--- src/rtl/fir_out_decimator.sv ---
// Output stage for fir_filter. It keeps every DECIM-th valid y_out sample and
// rounds it half-up by SHIFT bits. The result is saturated to OUT_W bits and
// queued in a show-ahead FIFO that feeds a valid/ready sink.
// Monitoring outputs:
//   sat_flag  - one-cycle pulse when a kept sample saturates
//   overflow  - sticky, set when a sample is dropped because the FIFO is full
module fir_out_decimator #(
    parameter int IN_W       = 16,
    parameter int OUT_W      = 8,
    parameter int DECIM      = 4,
    parameter int SHIFT      = 4,
    parameter int FIFO_DEPTH = 4
) (
    input  logic                            clk,
    input  logic                            rst,
    input  logic [IN_W-1:0]                 y_in,
    input  logic                            in_valid,
    output logic [OUT_W-1:0]                out_data,
    output logic                            out_valid,
    input  logic                            out_ready,
    output logic                            sat_flag,
    output logic                            overflow,
    output logic [$clog2(FIFO_DEPTH):0]     fifo_level
);

    // Phase counter width; at least one bit, so that DECIM=1 still has a legal counter.
    localparam int PH_W   = (DECIM > 1) ? $clog2(DECIM) : 1;
    localparam int PTR_W  = $clog2(FIFO_DEPTH);
    localparam int LVL_W  = PTR_W + 1;
    localparam int RND_SH = (SHIFT > 0) ? SHIFT - 1 : 0;

    localparam logic [PH_W-1:0]  PHASE_LAST = PH_W'(DECIM - 1);
    // Half an output LSB, added before the shift. It is zero when no bits are dropped.
    localparam logic [IN_W:0]    ROUND_ADD  = (SHIFT > 0) ? ((IN_W+1)'(1) << RND_SH) : '0;
    localparam logic [IN_W:0]    MAX_R      = (IN_W+1)'((1 << OUT_W) - 1);
    localparam logic [LVL_W-1:0] LVL_FULL   = LVL_W'(FIFO_DEPTH);

    // ------------------------------------------------------------------
    // Decimation and arithmetic
    // ------------------------------------------------------------------
    logic [PH_W-1:0]  phase_reg;
    logic             keep;
    logic [IN_W:0]    rounded_sum;
    logic [IN_W:0]    shifted;
    logic             sat_now;
    logic [OUT_W-1:0] result;

    logic [OUT_W-1:0] s1_data_reg;
    logic             s1_valid_reg;
    logic             sat_flag_reg;

    assign keep = in_valid && (phase_reg == PHASE_LAST);

    // Round half-up, then saturate.
    // The sum uses one extra bit, so the rounding increment cannot wrap at full scale.
    always_comb begin
        rounded_sum = {1'b0, y_in} + ROUND_ADD;
        shifted     = rounded_sum >> SHIFT;
        sat_now     = (shifted > MAX_R);
        result      = sat_now ? {OUT_W{1'b1}} : shifted[OUT_W-1:0];
    end

    // Phase advances only on valid input and wraps after DECIM-1.
    always_ff @(posedge clk or negedge rst) begin
        if (!rst) begin
            phase_reg <= '0;
        end else if (in_valid) begin
            phase_reg <= (phase_reg == PHASE_LAST) ? '0 : phase_reg + PH_W'(1);
        end
    end

    // Stage 1: capture the kept result together with its saturation status.
    always_ff @(posedge clk or negedge rst) begin
        if (!rst) begin
            s1_data_reg  <= '0;
            s1_valid_reg <= 1'b0;
            sat_flag_reg <= 1'b0;
        end else begin
            s1_valid_reg <= keep;
            sat_flag_reg <= keep && sat_now;
            if (keep) begin
                s1_data_reg <= result;
            end
        end
    end

    // ------------------------------------------------------------------
    // Show-ahead FIFO
    // out_data_reg holds a copy of the head entry, so out_data never
    // depends on a memory read in the same cycle.
    // ------------------------------------------------------------------
    logic [OUT_W-1:0] mem [FIFO_DEPTH];
    logic [PTR_W-1:0] wr_ptr_reg;
    logic [PTR_W-1:0] rd_ptr_reg;
    logic [PTR_W-1:0] rd_ptr_inc;
    logic [LVL_W-1:0] level_reg;
    logic [LVL_W-1:0] level_next;
    logic [OUT_W-1:0] out_data_reg;
    logic             overflow_reg;

    logic             fifo_empty;
    logic             fifo_full;
    logic             pop;
    logic             push_ok;
    logic             drop;

    // Handshake decode.
    // When the FIFO is full, a push is still accepted if the sink pops in the
    // same cycle.
    always_comb begin
        fifo_empty = (level_reg == '0);
        fifo_full  = (level_reg == LVL_FULL);
        pop        = !fifo_empty && out_ready;
        push_ok    = s1_valid_reg && (!fifo_full || pop);
        drop       = s1_valid_reg && fifo_full && !pop;
        rd_ptr_inc = rd_ptr_reg + PTR_W'(1);
        level_next = level_reg + LVL_W'(push_ok) - LVL_W'(pop);
    end

    // Storage array with no reset; it is written only on an accepted push.
    always_ff @(posedge clk) begin
        if (push_ok) begin
            mem[wr_ptr_reg] <= s1_data_reg;
        end
    end

    // Pointers, occupancy and the sticky overflow flag.
    always_ff @(posedge clk or negedge rst) begin
        if (!rst) begin
            wr_ptr_reg   <= '0;
            rd_ptr_reg   <= '0;
            level_reg    <= '0;
            overflow_reg <= 1'b0;
        end else begin
            if (push_ok) begin
                wr_ptr_reg <= wr_ptr_reg + PTR_W'(1);
            end
            if (pop) begin
                rd_ptr_reg <= rd_ptr_inc;
            end
            level_reg <= level_next;
            if (drop) begin
                overflow_reg <= 1'b1;
            end
        end
    end

    // Head register update:
    //   - pop with a second entry stored: load that next entry.
    //   - pop of the last entry while a push arrives: take the pushed sample.
    //   - push into an empty FIFO: take the pushed sample.
    //   - otherwise: hold, so out_data keeps its last value while empty.
    always_ff @(posedge clk or negedge rst) begin
        if (!rst) begin
            out_data_reg <= '0;
        end else if (pop) begin
            if (level_reg > LVL_W'(1)) begin
                out_data_reg <= mem[rd_ptr_inc];
            end else if (push_ok) begin
                out_data_reg <= s1_data_reg;
            end
        end else if (fifo_empty && push_ok) begin
            out_data_reg <= s1_data_reg;
        end
    end

    assign out_data   = out_data_reg;
    assign out_valid  = !fifo_empty;
    assign sat_flag   = sat_flag_reg;
    assign overflow   = overflow_reg;
    assign fifo_level = level_reg;

endmodule
--- config.mk ---
export PLATFORM = sky130hd
export DESIGN_NAME = fir_out_decimator
export DESIGN_NICKNAME = d
export VERILOG_FILES = /design/src/rtl/fir_out_decimator.sv
export SDC_FILE = /design/constraint.sdc
export NUM_CORES = 1
export LEC_CHECK = 0
export BUFFER_PORTS_ARGS = -buffer_cell sky130_fd_sc_hd__buf_2
export CAP_MARGIN = 20
export CORE_MARGIN = 2
export CORE_UTILIZATION = 55
export DETAILED_ROUTE_END_ITERATION = 12
export GPL_ROUTABILITY_DRIVEN = 0
export GPL_TIMING_DRIVEN = 1
export PLACE_DENSITY_LB_ADDON = 0.3
export SETUP_SLACK_MARGIN = 0.4
export SKIP_CTS_REPAIR_TIMING = 1
export SYNTH_ARGS = -nofsm -noshare
export SYNTH_HDL_FRONTEND = slang
export SYNTH_SLANG_ARGS = --single-unit
export TNS_END_PERCENT = 30
--- constraint.sdc ---
create_clock -name clk -period 2.2 [get_ports clk]
set_input_delay 0.22 -clock clk [delete_from_list [all_inputs] [get_ports clk]]
set_output_delay 0.22 -clock clk [all_outputs]
set_load 0.1 [all_outputs]
Word level (Yosys, flattened, before mapping)
Memory sizes are Yosys's and may differ from the RTL's.
Index checks and enable logic that the tools add are counted.
{"block": "totals", "latchBits": 0, "rom_bits": 0, "mem_count": 1, "out_inout_bits": 14, "mem_bits_rw": 32, "ff_bits": 28, "input_bits": 20}
{"block": "op_classes", "shift": 0, "n_mul": 0, "mux": 8, "add_sub_neg": 6, "reduce_logical": 14, "eq_ne": 3, "n_bitwise": 0, "magnitude_cmp": 2, "div": 0}
{"memory": "mem", "words": 4, "word_bits": 8, "read_ports": 1, "rd_ports_with_merged_regs": 0, "wr": 1, "line": "92", "text": "logic [OUT_W-1:0] mem [FIFO_DEPTH];"}
{"cell": "$mux W8", "count": 5}
{"cell": "$add A16 B4 Y17 const B", "count": 1}
{"cell": "$gt A13 B8 Y1 const B", "count": 1}
{"cell": "$logic_and A1 B1 Y1", "count": 7}
{"cell": "$add A2 B1 Y2 const B", "count": 3}
{"cell": "$add A3 B1 Y3", "count": 1}
{"cell": "$eq A3 B3 Y1 const B", "count": 1}
{"cell": "$gt A3 B1 Y1 const B", "count": 1}
{"cell": "$logic_not A1 Y1", "count": 3}
{"cell": "$logic_not A3 Y1", "count": 1}
{"cell": "$ne A3 B1 Y1 const B", "count": 1}
{"cell": "$sub A3 B1 Y3", "count": 1}
{"cell": "$eq A2 B2 Y1 const B", "count": 1}
{"cell": "$mux W1", "count": 2}
{"cell": "$mux W2", "count": 1}
{"cell": "$reduce_and A2 Y1", "count": 1}
{"cell": "$reduce_bool A2 Y1", "count": 1}
{"cell": "$logic_or A1 B1 Y1", "count": 1}

Logic depth before layout (Yosys ltp)
{"block": "depth", "depth_word": 8, "depth_mapped": 9, "ltp_nobuf": 8}

Worst setup path after synthesis
Ideal clock, no wire load.
{"block": "synth_path", "path_type": "flip-flop to flip-flop", "startpoint": "register level_reg[0] (netlist: fifo_level[0])", "endpoint": "register level_reg[2] (netlist: fifo_level[2])", "path_slack_ns": -0.814, "period_less_slack_ns": 3.014, "n_path_buf": 0, "t_required_ns": 2.077, "stages_incl_launch_ff": 9, "setup_time_ns": 0.123, "arrival_time_ns": 2.892, "path_cell_list": "dfrtp_1 nor3_1 inv_1 and2_1 ha_1 inv_1 ha_1 fa_1 xnor2_1"}
{"block": "synth_between", "elab_chain_cells": 7, "elab_cells_between_ends": 9, "classes_between": "2 x add/sub; 1 x eq/ne; 6 x reduce/logical"}
{"element": "start, declared", "line": "96", "text": "logic [LVL_W-1:0] level_reg;"}
{"element": "start signal, assigned", "line": "141", "text": "level_reg <= level_next;"}
{"element": "$logic_not A3 Y1 *", "line": "111", "text": "fifo_empty = (level_reg == '0);"}
{"element": "$logic_not A1 Y1 *"}
{"element": "named net out_valid", "line": "19", "text": "output logic out_valid,"}
{"element": "$logic_and A1 B1 Y1 *", "line": "113", "text": "pop = !fifo_empty && out_ready;"}
{"element": "$logic_or A1 B1 Y1", "line": "114", "text": "push_ok = s1_valid_reg && (!fifo_full || pop);"}
{"element": "$logic_and A1 B1 Y1", "line": "114"}
{"element": "$add A3 B1 Y3", "line": "117", "text": "level_next = level_reg + LVL_W'(push_ok) - LVL_W'(pop);"}
{"element": "$sub A3 B1 Y3 *", "line": "117"}
{"element": "named net level_next[2]", "line": "97", "text": "logic [LVL_W-1:0] level_next;"}
Mark *: on every way through the listed nets, which the timed path passes. The rest lies on a longest branch.
A chain may end at the register's enable or synchronous reset.

Final worst setup path
{"block": "layout_path", "startpoint": "register level_reg[2] (netlist: fifo_level[2])", "endpoint": "register level_reg[2] (netlist: fifo_level[2])"}
{"block": "layout_between", "elab_chain_cells": 7, "elab_cells_between_ends": 9, "classes_between": "2 x add/sub; 1 x eq/ne; 6 x reduce/logical"}
{"element": "$logic_not A3 Y1", "line": "111"}
{"element": "$logic_not A1 Y1", "line": "113"}
{"element": "$logic_and A1 B1 Y1", "line": "113"}
{"element": "$logic_or A1 B1 Y1", "line": "114"}
{"element": "$logic_and A1 B1 Y1", "line": "114"}
{"element": "$add A3 B1 Y3", "line": "117"}
{"element": "$sub A3 B1 Y3 *", "line": "117"}
{"element": "named net level_next[2]", "line": "97"}
Marks and branches as above.

==> out/qor.yml <==
run_status:
  status: "finished, final reports clean"
grt:
  grt_pass1_wl_um: 7010
  first_global_vias: 1509
  gr-total-overflow: 0
  grt_usage_pct: 18.4
  antenna_found_initial: 0
  grt_max_degree: 29
synth:
  netlist_instances: 172
  ys_async_sr_fraction_pct: 46.7
  synth-edff-count: 32
  ys_warn_count: 0
  synth_largest_area_cell: "edfxtp_1"
  synth_top_family_by_area: "multiplexers"
  synth_mux_area_share_pct: 16.3
  synth-xor-area-share_pct: 3.59
  postSynthAreaPerCell_um2: 15.6
  ys_seq_elements: 60
  synthSimpleGateAreaFrac_pct: 6.99
  yosysSeqAreaShare_pct: 61.9
  synth_cell_type_count: 33
  yosysTopAreaCellShare_pct: 35.8
  synth_adder_area_share_pct: 5.40
  synth_area_um2: 2690
  synthTopCellsByArea: "edfxtp_1, dfrtp_1, mux4_2"
  synth_compound_area_share_pct: 3.12
  synth_most_common_cell: "edfxtp_1"
  synthFlopType: "edfxtp_1"
  yosys-top-cells-count: "edfxtp_1, dfrtp_1, ha_1, mux2_2"
  syn_nets: 203
worst_hold_path:
  hold_path_class: "in -> reg"
layout:
  fin_area_um2: 3220
  nets: 247
  layout.cells.non_filler: 288
  areaGrowthSynthToFinish_pct: 19.7
  drive_gt1_share_pct: 43.4
  largest_reg_flops: 32
  nFillCells: 316
  antenna_cells: 0
setup_path:
  worstPathRequired_ns: 2.41
  cp-end-kind: "flip-flop"
  critPathKind: "reg -> reg"
  cp_data_arrival_time_ns: 2.20
  start_kind: "flip-flop"
  worstPathMaxFanout: 5
sta:
  maxSlewHeadroom_pct: 59.3
  holdWs_ns: 0.165
  layout_worst_path_cycle_share_pct: 90.4
  rsz0062_at_grt: "true"
  finalMaxSlewViolations: 0
  tightestPinTransition_ns: 0.611
  hold_violations: 0
  fmax_mhz: 503
  min_period_ns: 1.99
  finClkSkew_ns: 0.00774
  setup_viol: 0
drt:
  routed_via_density: 5.23
  m1WireLength_um: 2000
  ant_nets: 0
  drt_iter0_markers: 47
  highest_layer: "met4"
  routed_wl_um: 4550
  drc_errors: 0
  wire_per_inst_um: 15.8
  wl_met2_um: 2270
  vias: 1507
  drt_first_pass_iters: 4
  wl_met3_um: 176
flow_run:
  maxCapViolCount: 0
clock_network:
  cts_buffers: 9
  h-tree-depth: 3
  clock_path_buffers: 2
  root_buffer: "clkbuf_8"
  insertion_delay_ns: 0.33
  tritoncts: "built"
  numClockSinks: 60
  path_clk_slew_ns: 0.07
power_and_ir_drop:
  leakage_nw: 1.21
  powerDensity_nw_per_um2: 1400
  ir_drop_uv: 634
  power_mw: 4.51
die:
  rows: 25
  dieArea_um2: 5460
  fp.dieW_um: 73.9
  pin_count: 34
  die_h_um: 73.9
  start_util_pct: 56.9
  fp.coreArea_um2: 4720
placed_design:
  dp_hpwl_um: 3190
  io_buffers: 30
  place_inst: 267
  placed_area_um2: 2970
-- layout make-up --
cell class / count / area [µm²] / area share [%]
Clock inverter: 1 / 5.00 / 0.156
Multi-Input combinational cell: 98 / 1010 / 31.4
Tap cell: 67 / 83.8 / 2.61
Sequential cell: 60 / 1670 / 52.0
Clock buffer: 15 / 178 / 5.53
Inverter: 9 / 41.3 / 1.28
Timing Repair Buffer: 38 / 225 / 7.00
-- power breakdown --
| group | switching (mW) | total, mW | internal (mW) |
|---|---|---|---|
| registers | 0.238 | 1.70 | 1.46 |
| logic | 1.19 | 1.91 | 0.717 |
| clock network | 0.396 | 0.904 | 0.509 |
| total | 1.83 | 4.51 | 2.69 |
-- layout by cell type, fill, tap and decap left out, types with 8 or more instances in the layout --
| cell type | synthesis | routed |
|---|---|---|
| a21oi_1 | 8 | 8 |
| buf_2 | 0 | 30 |
| clkbuf_8 | 0 | 10 |
| dfrtp_1 | 28 | 25 |
| edfxtp_1 | 32 | 32 |
| ha_1 | 10 | 8 |
| mux2_2 | 10 | 10 |
| mux2_4 | 8 | 8 |
| mux4_2 | 8 | 8 |
| nor2_1 | 9 | 9 |
-- worst paths after layout --
| kind | to | cells after the start | slack [ns] | startpoint |
|---|---|---|---|---|
| min in group asynchronous | out_data[5]$_DFFE_PN0P_ | 2 | 0.43 | rst |
| worst min register to register | overflow$_DFFE_PN0P_ | 1 | 0.47 | overflow$_DFFE_PN0P_ |
| worst min-delay path | phase_reg[0]$_DFFE_PN0P_ | 2 | 0.17 | in_valid |
| worst max-delay path | fifo_level[2]$_DFF_PN0_ | 8 | 0.21 | fifo_level[2]$_DFF_PN0_ |
| max in group asynchronous | fifo_level[2]$_DFF_PN0_ | 2 | 1.30 | rst |
| worst max register to register | fifo_level[2]$_DFF_PN0_ | 8 | 0.21 | fifo_level[2]$_DFF_PN0_ |
-- through the flow --
stage / TNS, ns / worst slack [ns] / utilization (%)
2_1_floorplan: -0.0798 / -0.0421 / -
3_3_place_gp: 0 / 0.234 / 62.8
4_1_cts: 0 / 0.136 / 66.7
3_5_place_dp: 0 / 0.175 / 62.8
5_1_grt: 0 / 0.172 / 68.1
6_report: 0 / 0.211 / 68.1
-- routing by layer --
metal	track usage, %	up-vias
met5	0	-
met4	11.5	0
met3	3.70	7
met2	30.1	43
met1	22.1	743
li1	-	714
-- kinds of logic after synthesis --
family                     count (synthesis)
adders and majority gates                 11
buffers and inverters                     14
AOI/OAI and AO/OA                         14
xor gates and xnor gates                  11
and+or+nand+nor                           34
muxes                                     28
DFF                                       60
-- critical path: stages, from the launching register on --
cell     delay, ns
dfrtp_4       0.52
nor3_4        0.28
inv_6         0.04
and2_4        0.15
ha_4          0.26
inv_2         0.03
ha_4          0.14
fa_2          0.33
xnor2_1       0.13
(Power assumes the default switching activity.)
